<file path="config.mk">
export PLATFORM = sky130hd
export DESIGN_NAME = systolic_result_drain_flat
export DESIGN_NICKNAME = d
export VERILOG_FILES = /design/src/rtl/systolic_result_drain_if.sv /design/src/rtl/systolic_result_drain.sv /design/src/flat_wrapper.sv
export SDC_FILE = /design/constraint.sdc
export NUM_CORES = 1
export LEC_CHECK = 0
export ABC_AREA = 1
export CELL_PAD_IN_SITES_DETAIL_PLACEMENT = 1
export CELL_PAD_IN_SITES_GLOBAL_PLACEMENT = 1
export CORE_ASPECT_RATIO = 1.75
export CORE_MARGIN = 4
export CORE_UTILIZATION = 45
export DETAILED_ROUTE_END_ITERATION = 6
export HOLD_SLACK_MARGIN = 0.02
export PLACE_DENSITY_LB_ADDON = 0.1
export SLEW_MARGIN = 20
export SYNTH_ARGS = -nofsm -noshare
export SYNTH_HDL_FRONTEND = slang
export SYNTH_SLANG_ARGS = --single-unit
</file>
<file path="constraint.sdc">
create_clock -name clk -period 35.6 [get_ports clk]
set_input_delay 8.9 -clock clk [delete_from_list [all_inputs] [get_ports clk]]
set_output_delay 8.9 -clock clk [all_outputs]
set_load 0.05 [all_outputs]
</file>
<file path="src/rtl/systolic_result_drain_if.sv">
// Capture and result-stream bundle for systolic_result_drain.
// The design drives through the master modport; upstream and downstream use slave.
interface systolic_result_drain_if #(
  parameter int ACC_W = 32,
  parameter int M     = 4,
  parameter int N     = 4,
  parameter int OUT_W = 16
) ();
  localparam int RW = (M > 1) ? $clog2(M) : 1;
  localparam int CW = (N > 1) ? $clog2(N) : 1;

  logic                      cap_valid;
  logic                      cap_ready;
  logic [M*N*ACC_W-1:0]      mat_in;
  logic signed [OUT_W-1:0]   m_data;
  logic                      m_valid;
  logic                      m_ready;
  logic [RW-1:0]             m_row;
  logic [CW-1:0]             m_col;
  logic                      m_last;
  logic                      m_sat;

  modport master (
    input  cap_valid, mat_in, m_ready,
    output cap_ready, m_data, m_valid, m_row, m_col, m_last, m_sat
  );

  modport slave (
    output cap_valid, mat_in, m_ready,
    input  cap_ready, m_data, m_valid, m_row, m_col, m_last, m_sat
  );
endinterface

</file>
<file path="src/rtl/systolic_result_drain.sv">
// Ping-pong snapshot of the systolic accumulator matrix, drained row-major as a
// saturated valid/ready stream with row/col tags, last flag and frame counter.
module systolic_result_drain #(
  parameter int ACC_W = 32,
  parameter int M     = 4,
  parameter int N     = 4,
  parameter int OUT_W = 16,
  parameter int CNT_W = 16
) (
  input  logic                       clk,
  input  logic                       rst,
  systolic_result_drain_if.master    bus,
  output logic                       busy,
  output logic [CNT_W-1:0]           frame_count
);
  localparam int RW = (M > 1) ? $clog2(M) : 1;
  localparam int CW = (N > 1) ? $clog2(N) : 1;
  localparam int KW = (M * N > 1) ? $clog2(M * N) : 1;

  // With OUT_W == ACC_W these bounds are the full ACC_W range, so nothing clips.
  localparam logic signed [ACC_W-1:0] MAX_V =
    {{(ACC_W - OUT_W + 1){1'b0}}, {(OUT_W - 1){1'b1}}};
  localparam logic signed [ACC_W-1:0] MIN_V = ~MAX_V;

  // Returns {clipped, value}.
  function automatic logic [OUT_W:0] saturate(input logic signed [ACC_W-1:0] v);
    if (v > MAX_V)      return {1'b1, MAX_V[OUT_W-1:0]};
    else if (v < MIN_V) return {1'b1, MIN_V[OUT_W-1:0]};
    else                return {1'b0, v[OUT_W-1:0]};
  endfunction

  logic signed [ACC_W-1:0] bank [2][M*N];
  logic [1:0]              full;
  logic                    wr_ptr;
  logic                    rd_ptr;
  logic [RW-1:0]           row;
  logic [CW-1:0]           col;
  logic [KW-1:0]           idx;

  logic                    cap_fire;
  logic                    xfer;
  logic                    at_last;
  logic signed [ACC_W-1:0] elem;
  logic [OUT_W:0]          sat_res;

  assign at_last       = (row == RW'(M - 1)) && (col == CW'(N - 1));
  assign bus.cap_ready = !rst && !full[wr_ptr];
  assign cap_fire      = bus.cap_valid && bus.cap_ready;
  assign xfer          = bus.m_valid && bus.m_ready;

  // Output decode: purely from registered bank, pointer and index state.
  assign elem        = bank[rd_ptr][idx];
  assign sat_res     = saturate(elem);
  assign bus.m_valid = full[rd_ptr] && !rst;
  assign bus.m_data  = bus.m_valid ? sat_res[OUT_W-1:0] : '0;
  assign bus.m_sat   = bus.m_valid && sat_res[OUT_W];
  assign bus.m_last  = bus.m_valid && at_last;
  assign bus.m_row   = rst ? '0 : row;
  assign bus.m_col   = rst ? '0 : col;
  assign busy        = (full[0] | full[1]) && !rst;

  always_ff @(posedge clk) begin
    if (rst) begin
      full        <= '0;
      wr_ptr      <= 1'b0;
      rd_ptr      <= 1'b0;
      row         <= '0;
      col         <= '0;
      idx         <= '0;
      frame_count <= '0;
    end else begin
      if (cap_fire) wr_ptr <= !wr_ptr;
      // Capture and release always target different banks, so both may fire.
      for (int b = 0; b < 2; b++) begin
        if (cap_fire && wr_ptr == 1'(b))
          full[b] <= 1'b1;
        else if (xfer && at_last && rd_ptr == 1'(b))
          full[b] <= 1'b0;
      end
      if (xfer) begin
        if (at_last) begin
          row         <= '0;
          col         <= '0;
          idx         <= '0;
          rd_ptr      <= !rd_ptr;
          frame_count <= frame_count + 1'b1;
        end else begin
          idx <= idx + 1'b1;
          if (col == CW'(N - 1)) begin
            col <= '0;
            row <= row + 1'b1;
          end else begin
            col <= col + 1'b1;
          end
        end
      end
    end
  end

  // Bank storage carries no reset; the full flags alone qualify its contents.
  always_ff @(posedge clk) begin
    if (cap_fire) begin
      for (int k = 0; k < M * N; k++)
        bank[wr_ptr][k] <= bus.mat_in[k*ACC_W +: ACC_W];
    end
  end
endmodule

</file>
<file path="src/flat_wrapper.sv">
// flat-port wrapper written by rule: the top's interface ports become plain ports
module systolic_result_drain_flat 
#(
  parameter int ACC_W = 32,
  parameter int M     = 4,
  parameter int N     = 4,
  parameter int OUT_W = 16,
  parameter int CNT_W = 16
)
  (clk, rst, busy, frame_count, bus_cap_valid, bus_mat_in, bus_m_ready, bus_cap_ready, bus_m_data, bus_m_valid, bus_m_row, bus_m_col, bus_m_last, bus_m_sat);
  systolic_result_drain_if #(.ACC_W(ACC_W), .M(M), .N(N), .OUT_W(OUT_W)) bus_i ();
  input  logic clk;
  input  logic rst;
  output logic busy;
  output logic [CNT_W-1:0] frame_count;
  input wire logic [$bits(bus_i.cap_valid)-1:0] bus_cap_valid;
  input wire logic [$bits(bus_i.mat_in)-1:0] bus_mat_in;
  input wire logic [$bits(bus_i.m_ready)-1:0] bus_m_ready;
  output wire logic [$bits(bus_i.cap_ready)-1:0] bus_cap_ready;
  output wire logic [$bits(bus_i.m_data)-1:0] bus_m_data;
  output wire logic [$bits(bus_i.m_valid)-1:0] bus_m_valid;
  output wire logic [$bits(bus_i.m_row)-1:0] bus_m_row;
  output wire logic [$bits(bus_i.m_col)-1:0] bus_m_col;
  output wire logic [$bits(bus_i.m_last)-1:0] bus_m_last;
  output wire logic [$bits(bus_i.m_sat)-1:0] bus_m_sat;
  assign bus_i.cap_valid = bus_cap_valid;
  assign bus_i.mat_in = bus_mat_in;
  assign bus_i.m_ready = bus_m_ready;
  assign bus_cap_ready = bus_i.cap_ready;
  assign bus_m_data = bus_i.m_data;
  assign bus_m_valid = bus_i.m_valid;
  assign bus_m_row = bus_i.m_row;
  assign bus_m_col = bus_i.m_col;
  assign bus_m_last = bus_i.m_last;
  assign bus_m_sat = bus_i.m_sat;
  systolic_result_drain #(.ACC_W(ACC_W), .M(M), .N(N), .OUT_W(OUT_W), .CNT_W(CNT_W)) u_core (.clk(clk), .rst(rst), .bus(bus_i), .busy(busy), .frame_count(frame_count));
endmodule
</file>
==> results.cfg <==
[status]
run_status = completed

[cells_and_area]
layout.cells.most_common_list = sky130_fd_sc_hd__edfxtp_1, sky130_fd_sc_hd__nand2_1, sky130_fd_sc_hd__clkdlybuf4s50_1
final_net_count = 4298
syn_to_final_growth_pct = 22.85
layout-drive-gt1-share = 0.05213
most_common_cell_after_layout_fill_and_taps_aside = sky130_fd_sc_hd__edfxtp_1
layout.filler_cells = 9317

[setup_path]
crit_path_start = rst
cp_cell_sequence = clkdlybuf4s50_1 -> buf_4 -> nor3_4 -> clkinv_1 -> a21oi_1 -> clkdlybuf4s50_1
cp.required_ps = 26700
timing.setup.critical_path_class = input pin to output port
crit_path_start_kind = input pin
setup.worst_path.end_class = output port
cpMostUsedCell = sky130_fd_sc_hd__clkdlybuf4s50_1
worst_endpoint_data_arrival_time_ps = 11790
slowest_delay_ps = 870
path_max_fanout = 18
reg2reg_setup_slack_ps = 31050
crit_path_top_delay_cell = sky130_fd_sc_hd__clkdlybuf4s50_1
reg2reg_from = u_core.wr_ptr

[cts]
tritoncts.num_buffers = 94
cts_tree = built
insertion_delay_of_the_later_clocked_pin_in_the_worst_skew_pair_ps = 670
clock-root-buffer = sky130_fd_sc_hd__clkbuf_16
cts_htree_levels = 3
cts_buffer_depth = 3
post-cts-setup-buffers = 0
clock_sink_count = 1053
cts_hold_buf = 0
cts_resized = 0
clk_transition_reported_paths_ps = 70

[sta]
final-max-slew-violation-count = 0
rsz0062_at_grt = false
timing.max_slew.rel_slack = 0.2151
worstMarginPinSlew_ps = 1177
fin_setup_tns_ps = 0
post-route-min-period_ps = 20690
max_freq_mhz = 48.34
fin_worst_skew_ps = 13.35
timing.hold.ws_ps = 485.7
final-hold-violation-count = 0
fraction_of_the_cycle_the_final_worst_path_needs = 0.5811
setup_viol = 0

[global_routing]
global_route.peak_usage_layer = met2
antenna_violations_before_repair = 61
first_global_vias = 31370
globalRouteOverflowTotal = 0
grtUsageMet2 = 0.4885
grt_first_pass_wirelength_um = 201700
globalRouteMet3Util = 0.06877
gr-usage-all-layers = 0.2766
grt_max_degree = 228
use_met1 = 0.3142

[logic_synthesis]
yosys_warnings = 0
number_of_unique_standard_cell_types_used_by_synthesis = 34
syn_avg_cell_area_um2 = 12.69
synth-edff-count = 1024
synth_area_um2 = 42010
synth_ff_type = sky130_fd_sc_hd__edfxtp_1
yosys_register_bits = 1053
ys_async_sr_fraction = 0
netlist_instances = 3311
seq_total_area_yosys = 0.7458
synth.net_count = 3834

[hold_path]
timing.hold.worst.class = flop to flop
holdCritStartpoint = u_core.frame_count[15]

[floorplanning]
initial_utilization = 0.4528
floorplan.die.height_um = 412.2
coreArea_um2 = 92770
design.portCount = 557
dieArea_um2 = 98500
die_x_um = 239.0
number_of_rows_in_the_core_area = 148

[routing]
drc_errors = 0
post_drt_wl_per_cell_um = 27.57
via_count = 29200
drtPass1Iterations = 5
avg_vias_per_cell = 5.739
postRouteAntennaNets = 0
detail_route.wirelength_um = 140300
initialDrtViolationCount = 2397

[place]
port-buffer-count = 556
hpwl_um = 91640
gpl_congestion = 0.8648

[pwr]
pwr_density_cell_nw_per_um2 = 51.48
power_leakage_nw = 17.55
power_frac_clock = 0.400
worst_ir_drop_vdd_mv = 0.03618
finalPower_w = 0.002657
p_int_w = 0.002085
netSwitchingPower_w = 0.0005721
power.share.switching = 0.2153
pwr-share-seq = 0.535
power_frac_comb = 0.065

[flow_run]
maxCapViolations = 0
## worst max-delay path: cells and delay by family
kind                   cells  cell delay [ps]
buffers and inverters      4             2120
AOI/OAI and AO/OA          1              380
and+or+nand+nor            1              360
## layout make-up
| type | count | area (um2) | share of cell area |
|---|---|---|---|
| timing repair buffer | 592 | 5922 | 0.1147 |
| inverter | 36 | 165.2 | 0.003200 |
| antenna | 32 | 80.08 | 0.001552 |
| tap | 1200 | 1501 | 0.02909 |
| sequential | 1053 | 31350 | 0.6074 |
| multi-input combinational | 1998 | 9400 | 0.1821 |
| clock buffer | 119 | 2527 | 0.04897 |
| clock inverter | 58 | 665.6 | 0.01290 |
## layer usage
layer	wire [um]	up-vias
met3	10060	257
met1	50080	14840
met5	288	-
met2	72780	1001
met4	7055	44
li1	-	13060
## synth_stat cells (7+ instances only)
cell	number	share of area
sky130_fd_sc_hd__o21ai_0	270	0.032
sky130_fd_sc_hd__ha_1	7	0.0021
sky130_fd_sc_hd__nor3_1	7	0.00083
sky130_fd_sc_hd__inv_1	29	0.0026
sky130_fd_sc_hd__clkbuf_1	81	0.0072
sky130_fd_sc_hd__buf_6	9	0.0024
sky130_fd_sc_hd__or2_1	14	0.0021
sky130_fd_sc_hd__o211ai_1	18	0.0032
sky130_fd_sc_hd__a21oi_1	58	0.0069
sky130_fd_sc_hd__dfxtp_1	29	0.014
sky130_fd_sc_hd__nand3_1	468	0.056
sky130_fd_sc_hd__nor2_1	301	0.027
sky130_fd_sc_hd__o22ai_1	20	0.0030
sky130_fd_sc_hd__o221ai_1	108	0.023
sky130_fd_sc_hd__buf_1	14	0.0013
sky130_fd_sc_hd__buf_4	38	0.0068
sky130_fd_sc_hd__nand2_1	691	0.062
sky130_fd_sc_hd__edfxtp_1	1024	0.73
sky130_fd_sc_hd__a21oi_2	8	0.0017
sky130_fd_sc_hd__buf_2	82	0.0098
## worst paths after layout
| check | endpoint | cells after the start |
|---|---|---|
| worst max-delay path | bus_m_data[3] | 6 |
| worst min-delay path | u_core.frame_count[15] | 2 |
| worst max register to register | u_core.bank[1][318] | 7 |
| worst min register to register | u_core.frame_count[15] | 2 |
## kinds of logic after synthesis
group / after synthesis / share of synthesized area
AOI/OAI and AO/OA: 492 / 0.07092
and+or+nand+nor: 1499 / 0.1504
DFF: 1053 / 0.7458
buffers and inverters: 260 / 0.03080
adders and majority gates: 7 / 0.002085
## metrics by stage
step | cell area, um2 | util | setup WS [ps] | cells
after floorplan | 42010 | - | 2251 | 3311
after global placement | 48280 | 0.5204 | 15010 | 4877
after detailed placement | 48280 | 0.5204 | 14920 | 4877
after CTS | 51480 | 0.5549 | 14900 | 5054
after global routing | 51560 | 0.5558 | 14790 | 5069
final | 51610 | 0.5563 | 14910 | 5088
## sequential cells by signal, summed over array words and instances, names as in the netlist, named ones only
name,flops
u_core.bank,1024
u_core.frame_count,16
u_core.idx,4
u_core.col,2
u_core.full,2
u_core.row,2
u_core.rd_ptr,1
u_core.wr_ptr,1
## power groups by stage
stage	Combinational [W]	Sequential [W]	Clock, W
final	0.000174	0.00142	0.00106
after global routing	0.000186	0.00142	0.00113
after CTS	0.000175	0.00142	0.00108
after detailed placement	0.000174	0.00145	0
after global placement	0.000166	0.00144	0
after floorplan	0.0000654	0.00148	0
Note: power is estimated with default switching activity, not from simulation.
